==> src/rtl/opcode_encoder.sv <==
// Registered 8-to-3 opcode encoder with a valid/ready output stage.
// Flags transfers that are not one-hot, keeps a sticky error and a transfer count.
module opcode_encoder (
  input  logic       clk,
  input  logic       rst,
  input  logic [7:0] d,
  input  logic       in_valid,
  output logic       in_ready,
  output logic [2:0] code,
  output logic       out_err,
  output logic       out_valid,
  input  logic       out_ready,
  output logic       sticky_err,
  input  logic       err_clr,
  output logic [7:0] xfer_cnt
);

  localparam int unsigned DW = 8;
  localparam int unsigned CW = 3;

  logic [CW-1:0] enc_code;
  logic          enc_err;
  logic          accept;
  logic          xfer;

  assign in_ready = !out_valid || out_ready;
  assign accept   = in_valid && in_ready;
  assign xfer     = out_valid && out_ready;

  // Highest set bit wins; anything other than exactly one bit set is an error.
  always_comb begin
    enc_code = '0;
    for (int i = 0; i < int'(DW); i++) begin
      if (d[i]) enc_code = CW'(i);
    end
    enc_err = (d == '0) || ((d & (d - DW'(1))) != '0);
  end

  always_ff @(posedge clk or posedge rst) begin
    if (rst) begin
      code      <= '0;
      out_err   <= 1'b0;
      out_valid <= 1'b0;
    end else if (accept) begin
      code      <= enc_code;
      out_err   <= enc_err;
      out_valid <= 1'b1;
    end else if (xfer) begin
      out_valid <= 1'b0;
    end
  end

  // Set takes priority over a simultaneous clear.
  always_ff @(posedge clk or posedge rst) begin
    if (rst) begin
      sticky_err <= 1'b0;
    end else if (accept && enc_err) begin
      sticky_err <= 1'b1;
    end else if (err_clr) begin
      sticky_err <= 1'b0;
    end
  end

  always_ff @(posedge clk or posedge rst) begin
    if (rst) begin
      xfer_cnt <= '0;
    end else if (xfer) begin
      xfer_cnt <= xfer_cnt + 8'd1;
    end
  end

endmodule

==> config.mk <==
export PLATFORM = sky130hd
export DESIGN_NAME = opcode_encoder
export DESIGN_NICKNAME = d
export VERILOG_FILES = /design/src/rtl/opcode_encoder.sv
export SDC_FILE = /design/constraint.sdc
export NUM_CORES = 1
export LEC_CHECK = 0
export CORE_MARGIN = 8
export CORE_UTILIZATION = 40
export CTS_BUF_LIST = sky130_fd_sc_hd__clkbuf_16
export CTS_CLUSTER_DIAMETER = 120
export CTS_CLUSTER_SIZE = 30
export DETAILED_ROUTE_END_ITERATION = 8
export PLACE_DENSITY_LB_ADDON = 0.3
export SETUP_SLACK_MARGIN = 0.2
export SLEW_MARGIN = 20
export SYNTH_ARGS = -nofsm -noshare
export SYNTH_HDL_FRONTEND = slang
export SYNTH_SLANG_ARGS = --single-unit
==> constraint.sdc <==
create_clock -name clk -period 2.58 [get_ports clk]
set_input_delay 0.258 -clock clk [delete_from_list [all_inputs] [get_ports clk]]
set_output_delay 0.258 -clock clk [all_outputs]
set_load 0.005 [all_outputs]
==> impl_summary.log, run 1 <==
INFO  metric status = finished clean
INFO  metric tritoncts_num_sinks = 14
INFO  metric cts_hold_buf = 0
INFO  metric largest_family_of_logic_cells_by_synthesized_area = simple AND/OR/NAND/NOR gates
INFO  metric mappedNetlistNets = 83
INFO  metric gp_congestion = 0.781
INFO  metric dpl-instance-area = 986 um^2
INFO  metric numCtsBuffers = 3
INFO  metric power_switching_share = 25.4%
INFO  metric detailroute.via_count = 626
INFO  metric number_of_max_cap_violations = 0
INFO  metric max_fclk = 568 MHz
INFO  metric p_sw = 218 uW
INFO  metric comb_power_share = 28.2%
INFO  metric setup-violations-final = 0
INFO  metric fraction_of_layout_cells_with_a_size_suffix_above_1 = 5.05%
INFO  metric timing.slew.headroom = 65.8%
INFO  metric rsz_0062_raised_after_global_routing = false
INFO  metric tritoncts = yes
INFO  metric timing.critical_path.required = 2.32 ns
INFO  metric grt_pass1_wl = 2.70 mm
INFO  metric cts_root_buffer = sky130_fd_sc_hd__clkbuf_16
INFO  metric worstPathMaxFanout = 5
INFO  metric synth_cells = 69
INFO  metric postSynth.asyncResetShare = 100%
INFO  metric timing.clock.skew = 0.000929 ns
INFO  metric seqPwrFrac = 39.1%
INFO  metric start_util = 41.6%
INFO  metric seq_area_frac_synth = 50.5%
INFO  metric final_cell_count_no_fill = 116
INFO  metric synth.cell_area = 694 um^2
INFO  metric post_cts_resize_count = 0
INFO  metric synth_simple_gate_area_share = 21.1%
INFO  metric setup-tns-final = 0 ns
INFO  metric post_synth_mux_area_share = 1.62%
INFO  metric drt_pre_antenna_iters = 2
INFO  metric die_area = 3330 um^2
INFO  metric hold_viol_final = 0
INFO  metric number_of_synthesized_flops_with_an_enable_pin = 0
INFO  metric data_arrival_time_of_the_worst_path = 1.50 ns
INFO  metric globalRouteTotalUtil = 10.4%
INFO  metric period_share = 68.2%
INFO  metric share_clk_of_total_power = 32.6%
INFO  metric synth_flop_cell = sky130_fd_sc_hd__dfrtp_1
INFO  metric die_y = 57.7 um
INFO  metric drt_wl_total = 1.51 mm
INFO  metric h-tree-depth = 1
INFO  metric core = 1670 um^2
INFO  metric cts_setup_buffers = 0
INFO  metric int_pwr = 640 uW
INFO  metric worst-slew-pin-transition = 0.512 ns
INFO  metric route.detailed.vias_per_inst = 5.40
INFO  metric power.static_leakage = 0.441 nW
INFO  metric antenna_violations_before_repair = 0
INFO  metric min_path_type = in2async
INFO  metric synthToLayoutAreaGrowth = 52.8%
INFO  metric critPathKind = in2out
INFO  metric die_w = 57.7 um
INFO  metric first_global_vias = 664
INFO  metric yosys_warnings = 0
INFO  metric place.port_buffers = 27
INFO  metric synth_compound_gate_area_share = 11.9%
INFO  metric synth.lib_cells_used.distinct = 23
INFO  metric grt_remaining_overflow = 0
INFO  metric drt_iter0_drc = 2
INFO  metric clock_latency = 0.24 ns
INFO  metric hpwlAfterDp = 1.24 mm
INFO  metric synth_area_per_cell = 10.1 um^2
INFO  metric power.total = 858 uW
INFO  metric setup.worst_path.start_class = input port
INFO  metric postSynthRegisterBits = 14
INFO  metric clk_buf_depth = 2
INFO  metric clk_pin_slew = 0.04 ns
INFO  metric vdd.ir_drop.worst = 0.357 mV
INFO  metric post-place-cells = 113
INFO  metric power_per_cell_area = 809 nW/um^2
INFO  metric top_level_ports = 28
INFO  metric antenna_cells_inserted = 0
INFO  metric fp_rows = 15
INFO  metric finalCriticalPeriod = 1.76 ns
INFO  metric final_cell_area = 1060 um^2
INFO  metric sort_of_element_at_the_end_of_the_critical_path = primary output
INFO  metric synth-xor-area-share = 10.1%
INFO  metric avgRoutedWirePerCell = 13.0 um
INFO  metric drc_errors = 0
INFO  metric route.antenna.remaining_nets = 0
INFO  metric largest_net_degree_at_the_start_of_global_routing = 15
INFO  metric post_synthesis_share_of_cell_area_spent_on_full_adders_half_adders_and_majority_gates = 3.24%
INFO  metric fin_max_slew_vios = 0
INFO  metric nets = 115
-- state kept, by name (all words and copies together), names as in the netlist --
signal	flops
code	3
out_err	1
out_valid	1
sticky_err	1
xfer_cnt	8
-- synthesized netlist by cell type, drive strengths merged, types with 3 or more instances --
cell type	instances	area share, %
a21oi	5	3.6
dfrtp	14	50
inv	3	1.6
nand2	5	2.7
nand2b	5	4.5
nand3	5	3.6
nor2	5	2.7
nor3	3	2.2
o21ai	4	2.9
xnor2	5	6.3
xor2	3	3.8
-- worst paths after layout --
path                        startpoint     endpoint  slack [ns]  cells past startpoint
max in group asynchronous          rst  xfer_cnt[7]        1.89                      2
max reg2reg                xfer_cnt[0]  xfer_cnt[6]        1.37                      5
max                          out_ready     in_ready        0.82                      3
min                                rst  xfer_cnt[2]        0.35                      2
min reg2reg                xfer_cnt[7]  xfer_cnt[7]        0.47                      1
min in group clk           xfer_cnt[7]  xfer_cnt[7]        0.47                      1
-- power groups by stage --
stage | registers, mW | logic, mW | clock network [mW]
3_5_place_dp | 0.341 | 0.246 | 0
2_1_floorplan | 0.337 | 0.0879 | 0
5_1_grt | 0.345 | 0.269 | 0.294
3_3_place_gp | 0.337 | 0.243 | 0
4_1_cts | 0.338 | 0.248 | 0.289
6_report | 0.336 | 0.242 | 0.280
-- logic make-up after synthesis --
logic type,Yosys count
xor gates and xnor gates,8
muxes,1
adders and majority gates,2
and+or+nand+nor,28
buffers and inverters,3
AOI/OAI and AO/OA,13
DFF,14
-- stage by stage --
step	setup slack [ns]	hold WS [ns]	util (%)
final	0.819	0.350	63.5
after global routing	0.751	0.429	63.5
after CTS	0.804	0.366	63.5
after detailed placement	0.582	0.473	59.0
after global placement	0.670	0.462	59.0
after floorplan	1.17	0.147	-
-- worst max-delay path: stages --
cell	delay [ns]
sky130_fd_sc_hd__clkdlybuf4s50_1	0.50
sky130_fd_sc_hd__nand2b_1	0.21
sky130_fd_sc_hd__clkdlybuf4s50_1	0.53
-- layout by cell type (no fill, tap or decap), types with 4 or more instances in the layout --
cell                              count
sky130_fd_sc_hd__nand3_1              5
sky130_fd_sc_hd__a21oi_1              5
sky130_fd_sc_hd__nand2b_1             5
sky130_fd_sc_hd__clkdlybuf4s50_1     27
sky130_fd_sc_hd__dfrtp_1             14
sky130_fd_sc_hd__xnor2_1              5
sky130_fd_sc_hd__o21ai_1              4
sky130_fd_sc_hd__nor2_1               5
sky130_fd_sc_hd__nand2_1              5
-- metal layers --
| layer | part of all wire (%) | track usage [%] | vias up |
|---|---|---|---|
| met5 | 0 | 0 | - |
| met2 | 52 | 19.3 | 20 |
| met3 | 9.2 | 3.97 | 4 |
| met4 | 2.7 | 8.39 | 0 |
| met1 | 36 | 8.58 | 297 |
| li1 | - | - | 305 |
-- layout make-up --
cell class,count,area [um^2]
tap,17,21.3
inverter,3,11.3
sequential,14,350
clock buffer,3,75.1
fill,144,609
timing repair buffer,27,270
multi-input combinational,52,333
No activity file was read; power rests on OpenSTA's default activity.
==> run 2, diff against run 1 <==
Settings changed: CORE_UTILIZATION 40 to 37.
Clock period 2.58 ns to 1.5 ns, I/O delays scaled along.
==> run 2 against run 1 <==
Net effect:
- cell area grew 17%
- total power increased by 93%
- largest cell class is now buffers
- register-to-register slack worse by 1.1 ns
- highest routed layer unchanged
- critical endpoint is now out_err
- hold slack got worse by 0.10 ns
- die area is 5.8% higher
==> impl_summary.log, run 2 (synthesis gave the netlist of run 1 again) <==
INFO  metric reg2reg_to = xfer_cnt[6]
INFO  metric worst-slew-pin-transition = 0.527 ns
INFO  metric numCtsBuffers = 3
INFO  metric detailroute.via_count = 689
INFO  metric multi_input_comb_area = 374 um^2
INFO  metric int_pwr = 1.21 mW
INFO  metric cts_root_buffer = sky130_fd_sc_hd__clkbuf_16
INFO  metric synthToLayoutAreaGrowth = 78.4%
INFO  metric series_of_cell_instances_along_the_critical_path = buf_6 > or4_4 > xor2_2 > a221o_1 > o21ai_1
INFO  metric critPathKind = in2reg
INFO  metric timing.critical_path.required = 1.66 ns
INFO  metric tritoncts = yes
INFO  metric seqPwrFrac = 32.6%
INFO  metric nets = 132
INFO  metric avgRoutedWirePerCell = 13.1 um
INFO  metric share_clk_of_total_power = 29.9%
INFO  metric biggestRegsByFlops = xfer_cnt: 8 flops, code: 3 flops
INFO  metric cp_slowest_stage_delay = 0.57 ns
INFO  metric grt_pass1_wl = 3.12 mm
INFO  metric status = finished clean
INFO  metric grt_remaining_overflow = 0
INFO  metric min_path_type = in2async
INFO  metric die_y = 59.3 um
INFO  metric largest_reg_flops = 8
INFO  metric tritoncts_num_sinks = 14
INFO  metric first_global_vias = 720
INFO  metric r2r.worst_path.cells = 5
INFO  metric h-tree-depth = 1
INFO  metric clk_buf_depth = 2
INFO  metric comb_power_share = 37.5%
INFO  metric hold_viol_final = 0
INFO  metric fp_rows = 15
INFO  metric r2r_slack = 0.29 ns
INFO  metric timing.slew.headroom = 64.8%
INFO  metric finalCriticalPeriod = 1.28 ns
INFO  metric power.static_leakage = 0.564 nW
INFO  metric timing.clock.skew = 0.00246 ns
INFO  metric core = 1750 um^2
INFO  metric start_util = 39.8%
INFO  metric worstReg2RegStart = xfer_cnt[0]
INFO  metric die_w = 59.3 um
INFO  metric post-place-cells = 128
INFO  metric max_fclk = 782 MHz
INFO  metric drt_iter0_drc = 9
INFO  metric vdd.ir_drop.worst = 0.748 mV
INFO  metric die_area = 3520 um^2
INFO  metric gp_congestion = 0.738
INFO  metric timing.critical_path.slowest_stage_cell = sky130_fd_sc_hd__or4_4
INFO  metric rsz_0062_raised_after_global_routing = true
INFO  metric fraction_of_layout_cells_with_a_size_suffix_above_1 = 26.5%
INFO  metric p_sw = 445 uW
INFO  metric most-common-layout-cells = 17 x sky130_fd_sc_hd__clkdlybuf4s50_1, 17 x sky130_fd_sc_hd__buf_4, 14 x sky130_fd_sc_hd__dfrtp_1
INFO  metric drc_errors = 0
INFO  metric power_switching_share = 26.9%
INFO  metric cts_hold_buf = 0
INFO  metric fillCellCount = 131
INFO  metric period_share = 85.3%
INFO  metric data_arrival_time_of_the_worst_path = 1.44 ns
INFO  metric clock_latency = 0.24 ns
INFO  metric largest_net_degree_at_the_start_of_global_routing = 15
INFO  metric seq_area = 350 um^2
INFO  metric globalRouteTotalUtil = 11.7%
INFO  metric clk_pin_slew = 0.05 ns
INFO  metric setup.worst_path.start_class = input port
INFO  metric place.port_buffers = 27
INFO  metric drt_pre_antenna_iters = 4
INFO  metric route.antenna.remaining_nets = 0
INFO  metric worstPathMaxFanout = 3
INFO  metric top_level_ports = 28
INFO  metric power_per_cell_area = 1340 nW/um^2
INFO  metric route.detailed.vias_per_inst = 4.85
INFO  metric final_core_utilization = 71.0%
INFO  metric fin_max_slew_vios = 0
INFO  metric largest-register = xfer_cnt
INFO  metric drt_wl_total = 1.86 mm
INFO  metric antenna_cells_inserted = 0
INFO  metric final_cell_count_no_fill = 142
INFO  metric antenna_violations_before_repair = 0
INFO  metric number_of_max_cap_violations = 0
INFO  metric sort_of_element_at_the_end_of_the_critical_path = flop
INFO  metric hpwlAfterDp = 1.43 mm
INFO  metric setup-violations-final = 0
run 2: area by class of cell:
cell class | count | area share (%)
inverter | 3 | 0.909
clock buffer | 3 | 6.06
multi-input combinational | 52 | 30.2
timing repair buffer | 44 | 31.7
tap | 25 | 2.53
clock inverter | 1 | 0.303
sequential | 14 | 28.3
run 2: what timing repair did:
action | in CTS | in global routing
gates resized for setup | 19 | 10
setup buffers | 5 | 5
pin swaps | 4 | 4
setup endpoints to repair | 9 | 8
run 2: through the flow:
step / cell area [um^2] / power (mW) / setup slack [ns] / TNS, ns / hold WS, ns
after floorplan: 694 / 0.732 / 0.194 / 0 / 0.0392
after global placement: 1050 / 1.01 / -0.276 / -0.552 / 0.461
after detailed placement: 1050 / 1.05 / -0.393 / -0.781 / 0.475
after CTS: 1150 / 1.62 / 0.206 / 0 / 0.274
after global routing: 1240 / 1.76 / 0.181 / 0 / 0.304
final: 1240 / 1.66 / 0.221 / 0 / 0.247
run 2: per-layer routing:
layer,part of all wire [%],GRT usage [%]
met1,41,12.5
met2,54,20.3
met3,3.9,1.74
met4,1.4,8.19
met5,0,0
run 2: worst max path at each step:
stage          slack (ns)  startpoint          to
2_1_floorplan        0.19        d[1]     out_err
3_3_place_gp        -0.28        d[1]  sticky_err
3_5_place_dp        -0.39        d[1]  sticky_err
4_1_cts              0.21   out_valid   out_valid
5_1_grt              0.18        d[3]  sticky_err
6_report             0.22        d[3]     out_err
run 2: power by group through the flow:
stage	clock network, mW	registers [mW]	logic, mW
2_1_floorplan	0	0.580	0.151
4_1_cts	0.505	0.547	0.573
6_report	0.496	0.540	0.622
3_3_place_gp	0	0.581	0.433
5_1_grt	0.525	0.556	0.682
3_5_place_dp	0	0.593	0.455
run 2: critical path: cells and delay by family:
family / cells / cell delay (ns)
AND/OR/NAND/NOR: 1 / 0.57
XOR/XNOR: 1 / 0.17
buffers and inverters: 1 / 0.09
AO/OA/AOI/OAI: 2 / 0.46
==> run 3, diff against run 2 <==
Settings changed: ABC_CLOCK_PERIOD_IN_PS from default to 1500.
==> results of run 3 <==
No change in the layout: final DEF, timing and power equal those of run 2.
